<file path="src/rtl/p2s_pkg.sv">
// Shared constants, state encoding and the payload escape helper for the
// three-word serial frame transmitter.
package p2s_pkg;

  localparam int WORD_W = 14;
  localparam logic [WORD_W-1:0] HEADER_WORD = 14'h0FFF;
  localparam logic [WORD_W-1:0] HEADER_ESC  = 14'h0FFE;

  localparam logic [1:0] LAST_WORD = 2'd2;
  localparam logic [3:0] MSB_IDX   = 4'd13;

  typedef enum logic [1:0] {
    IDLE  = 2'd0,
    SHIFT = 2'd1,
    TAIL  = 2'd2,
    GAP   = 2'd3
  } p2s_state_e;

  // A payload word that looks like a header would resynchronise the far end
  // onto the wrong word, so it is nudged by one LSB.
  function automatic logic [WORD_W-1:0] escape_payload(input logic [WORD_W-1:0] w);
    return (w == HEADER_WORD) ? HEADER_ESC : w;
  endfunction

endpackage

</file>
<file path="src/rtl/p2s_bit_timer.sv">
// Half-period timer for the serial clock. A down-counter reloads with
// CLK_DIV-1 and produces a tick on terminal count; the phase flop is the
// sck line itself, so it only toggles while sck_en is set.
module p2s_bit_timer #(
  parameter int CLK_DIV = 2
) (
  input  logic clk,
  input  logic rstn,
  input  logic run,
  input  logic sck_en,
  output logic tick,
  output logic phase
);

  localparam int CW = (CLK_DIV > 1) ? $clog2(CLK_DIV) : 1;
  localparam logic [CW-1:0] RELOAD = CW'(CLK_DIV - 1);

  logic [CW-1:0] cnt;

  assign tick = run && (cnt == '0);

  // Count half-periods while running; park reloaded with sck low otherwise.
  always_ff @(posedge clk or negedge rstn) begin
    if (!rstn) begin
      cnt   <= RELOAD;
      phase <= 1'b0;
    end else if (!run) begin
      cnt   <= RELOAD;
      phase <= 1'b0;
    end else if (cnt == '0) begin
      cnt <= RELOAD;
      if (sck_en) begin
        phase <= ~phase;
      end else begin
        phase <= 1'b0;
      end
    end else begin
      cnt <= cnt - CW'(1);
    end
  end

endmodule

</file>
<file path="src/rtl/p2s_tx.sv">
// Three-word serial frame transmitter: header, data_a, data_b, each sent
// MSB first with its own cs-low window. Every output comes straight from a
// flop because sck and cs clock the far-end receiver.
//
// state | meaning
// IDLE  | waiting for start; cs high, sck low
// SHIFT | shifting 14 bits, CLK_DIV low then CLK_DIV high per bit
// TAIL  | sck low, cs still low for CLK_DIV cycles after bit 0
// GAP   | cs high for CS_HIGH cycles; loads next word or ends frame
module p2s_tx
  import p2s_pkg::*;
#(
  parameter int CLK_DIV = 2,
  parameter int CS_HIGH = 4
) (
  input  logic              clk,
  input  logic              rstn,
  input  logic              start,
  input  logic [WORD_W-1:0] data_a,
  input  logic [WORD_W-1:0] data_b,
  output logic              busy,
  output logic              done,
  output logic              sck,
  output logic              mosi,
  output logic              cs
);

  if (CLK_DIV < 1) begin : g_bad_clk_div
    $error("p2s_tx: CLK_DIV must be 1 or more");
  end
  if (CS_HIGH < 3) begin : g_bad_cs_high
    $error("p2s_tx: CS_HIGH must be 3 or more");
  end

  localparam int GW = $clog2(CS_HIGH);
  localparam logic [GW-1:0] GAP_RELOAD = GW'(CS_HIGH - 1);

  p2s_state_e        state;
  logic [1:0]        word_idx;
  logic [3:0]        bit_idx;
  logic [WORD_W-1:0] shreg;
  logic [WORD_W-1:0] pay_a;
  logic [WORD_W-1:0] pay_b;
  logic [GW-1:0]     gap_cnt;
  logic [WORD_W-1:0] next_word;
  logic              tmr_run;
  logic              tmr_sck_en;
  logic              tick;

  assign tmr_run    = (state == SHIFT) || (state == TAIL);
  assign tmr_sck_en = (state == SHIFT);
  assign next_word  = (word_idx == 2'd0) ? pay_a : pay_b;

  p2s_bit_timer #(
    .CLK_DIV(CLK_DIV)
  ) u_bit_timer (
    .clk   (clk),
    .rstn  (rstn),
    .run   (tmr_run),
    .sck_en(tmr_sck_en),
    .tick  (tick),
    .phase (sck)
  );

  // Frame sequencer: word/bit indices, shift register, cs/mosi/busy/done.
  always_ff @(posedge clk or negedge rstn) begin
    if (!rstn) begin
      state    <= IDLE;
      word_idx <= 2'd0;
      bit_idx  <= 4'd0;
      shreg    <= '0;
      pay_a    <= '0;
      pay_b    <= '0;
      gap_cnt  <= '0;
      cs       <= 1'b1;
      mosi     <= 1'b0;
      busy     <= 1'b0;
      done     <= 1'b0;
    end else begin
      done <= 1'b0;
      case (state)
        IDLE: begin
          if (start) begin
            pay_a    <= escape_payload(data_a);
            pay_b    <= escape_payload(data_b);
            shreg    <= HEADER_WORD;
            mosi     <= HEADER_WORD[WORD_W-1];
            bit_idx  <= MSB_IDX;
            word_idx <= 2'd0;
            cs       <= 1'b0;
            busy     <= 1'b1;
            state    <= SHIFT;
          end
        end
        SHIFT: begin
          // End of a high phase: this edge drives sck low, so mosi may move.
          if (tick && sck) begin
            if (bit_idx == 4'd0) begin
              state <= TAIL;
            end else begin
              bit_idx <= bit_idx - 4'd1;
              shreg   <= {shreg[WORD_W-2:0], 1'b0};
              mosi    <= shreg[WORD_W-2];
            end
          end
        end
        TAIL: begin
          if (tick) begin
            cs      <= 1'b1;
            gap_cnt <= GAP_RELOAD;
            state   <= GAP;
          end
        end
        GAP: begin
          if (gap_cnt == '0) begin
            if (word_idx == LAST_WORD) begin
              word_idx <= 2'd0;
              busy     <= 1'b0;
              done     <= 1'b1;
              state    <= IDLE;
            end else begin
              word_idx <= word_idx + 2'd1;
              shreg    <= next_word;
              mosi     <= next_word[WORD_W-1];
              bit_idx  <= MSB_IDX;
              cs       <= 1'b0;
              state    <= SHIFT;
            end
          end else begin
            gap_cnt <= gap_cnt - GW'(1);
          end
        end
        default: begin
          state <= IDLE;
        end
      endcase
    end
  end

endmodule
</file>
<file path="config.mk">
export PLATFORM = sky130hd
export DESIGN_NAME = p2s_tx
export DESIGN_NICKNAME = d
export VERILOG_FILES = /design/src/rtl/p2s_pkg.sv /design/src/rtl/p2s_bit_timer.sv /design/src/rtl/p2s_tx.sv
export SDC_FILE = /design/constraint.sdc
export NUM_CORES = 1
export LEC_CHECK = 0
export CORE_ASPECT_RATIO = 1.1
export CORE_UTILIZATION = 50
export DETAILED_ROUTE_END_ITERATION = 8
export GPL_TIMING_DRIVEN = 0
export PLACE_DENSITY = 0.73
export SLEW_MARGIN = 20
export SYNTH_ARGS = -nofsm -noshare
export SYNTH_HDL_FRONTEND = slang
export SYNTH_SLANG_ARGS = --single-unit
</file>
<file path="constraint.sdc">
create_clock -name clk -period 5.69 [get_ports clk]
set_input_delay 0.569 -clock clk [delete_from_list [all_inputs] [get_ports clk]]
set_output_delay 0.569 -clock clk [all_outputs]
set_load 0.05 [all_outputs]
</file>
Word-level counts from Yosys, hierarchy flattened

Index checks and enable logic that the tools add are counted.

Mux-type cells: 50
Equality and inequality tests: 16
$add $sub $neg: 4
Bitwise gates (word level): 2
Reductions and logical operators: 18

Operator list:

| kind                                                   | count |
|---|---|
| two-way mux 13 bit                                     | 5 |
| two-way mux 14 bit                                     | 3 |
| case mux 13 bit (3 select lines)                       | 1 |
| == test 14 x 12 -> 1 bit (second input constant)       | 2 |
| two-way mux 1 bit                                      | 20 |
| two-way mux 4 bit                                      | 5 |
| two-way mux 2 bit                                      | 9 |
| inequality test 2 bit (second input constant)          | 8 |
| case mux 4 bit (3 select lines)                        | 1 |
| AND reduction 5 bit                                    | 2 |
| case mux 2 bit (2 select lines)                        | 2 |
| case mux 2 bit (4 select lines)                        | 1 |
| == test 2 bit (second input constant)                  | 3 |
| logical NOT 2 bit                                      | 3 |
| case mux 1 bit (3 select lines)                        | 2 |
| AND reduction 3 bit                                    | 2 |
| AND reduction 6 bit                                    | 1 |
| nonzero test 3 bit                                     | 2 |
| logical NOT 4 bit                                      | 1 |
| inequality test 2 x 1 -> 1 bit (second input constant) | 2 |
| AND reduction 4 bit                                    | 1 |
| nonzero test 2 bit                                     | 2 |
| subtractor 4 x 1 -> 4 bit (second input constant)      | 1 |
| adder 2 x 1 -> 2 bit (second input constant)           | 1 |
| other kinds (8)                                        | 10 |

Input port bits: 31
Register bits: 57
Output and inout bits: 5

Longest topological paths before layout

Word-level depth: 6
Gate-level depth with buffers: 9
Depth with buffers taken out: 6

Modules after synthesis

From an unflattened synthesis, not the netlist that was laid out.

Cell total of the unflattened synthesis: 241
Area, all modules: 2896.5 µm²

By module, submodules not included:

| module        | instances | sequential area each (µm²) | area each (µm²) | cells each |
|---|---|---|---|---|
| p2s_tx        | 1         | 1377.6                     | 2816.5          | 235 |
| p2s_bit_timer | 1         | 51.3                       | 80.1            | 6 |

Worst setup path after synthesis

No wires, ideal clock.

Path kind: reg2reg
From: reg state[0]
To: reg shreg[0]
Setup slack: 3539 ps
Cell stages (with the launch flop): 9
Setup time: 127 ps
Arrival time: 2023 ps
Buffers on the path: 2
Path through: dfrtp_1 inv_1 ha_1 nand3b_1 a211oi_4 and2_4 buf_8 buf_8 mux2_1

Longest elaborated chain between the ends: 6

Ends and longest elaborated chain:

| what                                                    | RTL line                   | text |
|---|---|---|
| start, declared                                         | p2s_tx.sv:38               | `p2s_state_e state;` |
| start signal, assigned                                  | p2s_tx.sv:68               | `state <= IDLE;` |
| start signal, assigned                                  | p2s_tx.sv:92               | `state <= SHIFT;` |
| start signal, assigned                                  | p2s_tx.sv:99               | `state <= TAIL;` |
| == test 2 x 1 -> 1 bit or == test 2 bit (tied branches) | p2s_tx.sv:50, p2s_tx.sv:81 |  |
| logical OR 1 bit                                        | p2s_tx.sv:50               | `assign tmr_run = (state == SHIFT) \|\| (state == TAIL);` |
| logical AND 1 bit                                       | p2s_bit_timer.sv:20        | `assign tick = run && (cnt == '0);` |
| logical AND 1 bit                                       | p2s_tx.sv:97               | `if (tick && sck) begin` |
| inequality test 2 x 1 -> 1 bit (no source line)         | --                         |  |
| AND reduction 6 bit (no source line)                    | --                         |  |
| end signal, assigned                                    | p2s_tx.sv:102              | `shreg <= {shreg[WORD_W-2:0], 1'b0};` |
| end signal, assigned                                    | p2s_tx.sv:123              | `shreg <= next_word;` |
| end, declared                                           | p2s_tx.sv:41               | `logic [WORD_W-1:0] shreg;` |

Parallel ways exist; a longest one is shown, timed or not.
A chain may end at the register's enable or synchronous reset.

Worst setup path in the final report

Ends and elaborated chain as after synthesis.

==> reports/results.ini <==
[run_status]
status=finished clean

[sta]
slew_viol_final=0
max_freq_mhz=404
setup_viol=0
hold_violations=0
rsz0062_at_grt=no
relSlewSlack_pct=52.3
worst_pin_slew_ps=715
period_share_pct=43.5
skew_ps=7.13
timing.final.ws_setup_ps=3220
finalSetupTns_ps=0
finalCriticalPeriod_ps=2470

[synthesis]
ys_types=43
synth_edf_count=0
ys_seq_area_share_pct=50.4
yosys.area.top_type=dfrtp_1
synth_cells=236
ys_warn_count=0
synth_seq_cells=57
async_flop_share_pct=100
synth_top_area_share_pct=48.5
ys.flop_type=dfrtp_1
synthTopCellsByArea=dfrtp_1 (49%), mux2_1 (16%), mux2i_1 (4.9%), a21oi_1 (3.2%), ha_1 (3.1%)
syn-cell-area_mm2=0.00284
synth_nets=274
avgSynthCellArea_um2=12.0

[clock_tree]
numClockSinks=57
postCtsSetupBuffers=0
cts_buffer_depth=2
clkLatencyLatePin_ps=330
htree_levels=3
cts_hold_buf=0
cts_tree=built
clk_pin_slew_worst_paths_ps=60
cts_buffers=9
ctsRootBufferMaster=clkbuf_8
post_cts_resized=0

[worst_setup_path]
cp.arrival_ps=2680
crit_fanout=10
crit_top_cell=buf_8
startpoint_type=register
critPathMaxStageDelay_ps=550
crit_buf_inv=3
slowest_stage=a211oi_2
path_delay_family=compound AO/OA/AOI/OAI gates
worstSetupPathType=reg2reg
cp-end-kind=register
worstPathCellList=inv_1 -> ha_1 -> nor2b_1 -> a211oi_2 -> and2_4 -> buf_8 -> buf_8 -> mux2_1
crit_required_ps=5900

[cells_and_area]
drive_gt1_share_pct=9.79
n_antenna_cell=0
fin_cells=361
final_common_cell=dfrtp_1
num-nets-final=320
final_cell_mix=dfrtp_1 (55), mux2_1 (40), clkdlybuf4s50_1 (34)
area_growth_pct=23.1

[grt]
grt_pass1_wl_um=9520
grt_pass1_vias=2052
grt-ovfl-total=0
grtUsageTotal_pct=21.5
antenna_found_initial=0
grt_max_degree=58

[routing]
drt-vias-per-instance=5.42
ant_nets=0
via_count=1958
drt-pass1-iter-count=4
drt_iter0_drc=52
wl_um=5510
drc=0
wl_per_cell_um=15.3

[power]
power_mw=2.08
pwr-share-clk_pct=19.3
intPower_mw=1.32
p_per_area_mw_per_mm2=597
leakage_nw=1.49
pwr-share-seq_pct=34.5
swShare_pct=36.8
power.switching_mw=0.767
combPwrFrac_pct=46.3
vdd_drop_max_v=0.000340

[die]
core-area_mm2=0.00543
boundaryPins=36
dieWidth_um=73.8
placementRows=28
start_util_pct=52.2
fp.dieH_um=81.0
dieArea_mm2=0.00598

[min_path]
hold_path_class=in2async

[placed_design]
io_buffer_count=35
dp_hpwl_um=4030
routabilityCongestion=0.774
dp_slack_ps=2960
dp.cells=346

[job]
drv_cap=0

cell type report:
class                   instances  area [µm²]
clock inverters                 2        35.0
repair buffers                 35         348
inverters                       7        26.3
well taps                      75        93.8
plain buffers                  12        77.6
multi-input cells             160        1300
fillers                       420        1940
clock buffers                  13         179
flip-flops and latches         57        1430
stage by stage:
| stage | hold slack, ps | instance area, µm² | util [%] |
|---|---|---|---|
| floorplan | 273 | 2840 | - |
| finish | 288 | 3490 | 64.3 |
| global placement | 467 | 3280 | 60.4 |
| CTS | 307 | 3490 | 64.3 |
| global route | 342 | 3490 | 64.3 |
| detailed placement | 479 | 3280 | 60.4 |
state kept, by name (all words and copies together), names as in the netlist:
register	count
state	2
cs	1
u_bit_timer.phase	1
u_bit_timer.cnt	1
mosi	1
bit_idx	4
pay_a	14
word_idx	2
busy	1
shreg	13
pay_b	14
done	1
gap_cnt	2
cells by family (layout without fill, tap and decap cells):
kind of cell,count (synthesis),in the layout,synth area share (%)
AO/OA/AOI/OAI,56,56,12.8
adder cells (fa/ha/maj),7,7,3.09
buffers and inverters,19,69,3.66
flip-flops,57,57,50.4
multiplexers,56,56,21.6
AND/OR/NAND/NOR,41,41,8.43
worst paths after layout:
path	from	to	slack [ps]	depth (start not counted)
max reg2reg	state[0]	shreg[0]	3220	8
min	rstn	bit_idx[3]	290	1
min in group clk	shreg[1]	shreg[1]	490	1
min reg2reg	shreg[1]	shreg[1]	490	1
max in group asynchronous	rstn	bit_idx[2]	4920	1
max	state[0]	shreg[0]	3220	8
cells in the mapped netlist (2+ instances only):
master,count
ha_1,7
nand3b_1,3
inv_1,7
clkbuf_1,7
o21ai_1,6
nand3_1,4
dfstp_2,2
mux2_1,40
a22oi_1,2
o41ai_1,2
mux2i_1,14
buf_2,2
buf_8,2
nor2b_1,5
nand2_1,10
a32o_1,2
nand4b_1,3
a31oi_1,2
a211oi_1,2
and4_1,2
dfrtp_1,55
a21oi_1,18
o21ai_0,12
mux2_2,2
nor2_1,5
nand2b_1,3
power groups by stage:
| stage | Combinational [mW] | Sequential [mW] | Clock [mW] |
|---|---|---|---|
| 3_3_place_gp | 0.940 | 0.716 | 0 |
| 2_1_floorplan | 0.728 | 0.720 | 0 |
| 5_1_grt | 1.07 | 0.742 | 0.426 |
| 6_report | 0.964 | 0.718 | 0.402 |
| 3_5_place_dp | 0.970 | 0.726 | 0 |
| 4_1_cts | 0.975 | 0.719 | 0.408 |
per-layer routing:
layer	GRT usage [%]	wire (µm)	vias to the layer above	part of all wire, %
met2	35.8	2790	45	51
met5	0	0	-	0
met1	27.1	2530	950	46
met4	8.08	55	0	1.0
met3	5.21	139	8	2.5
li1	-	-	955	-
(Power assumes the default switching activity.)
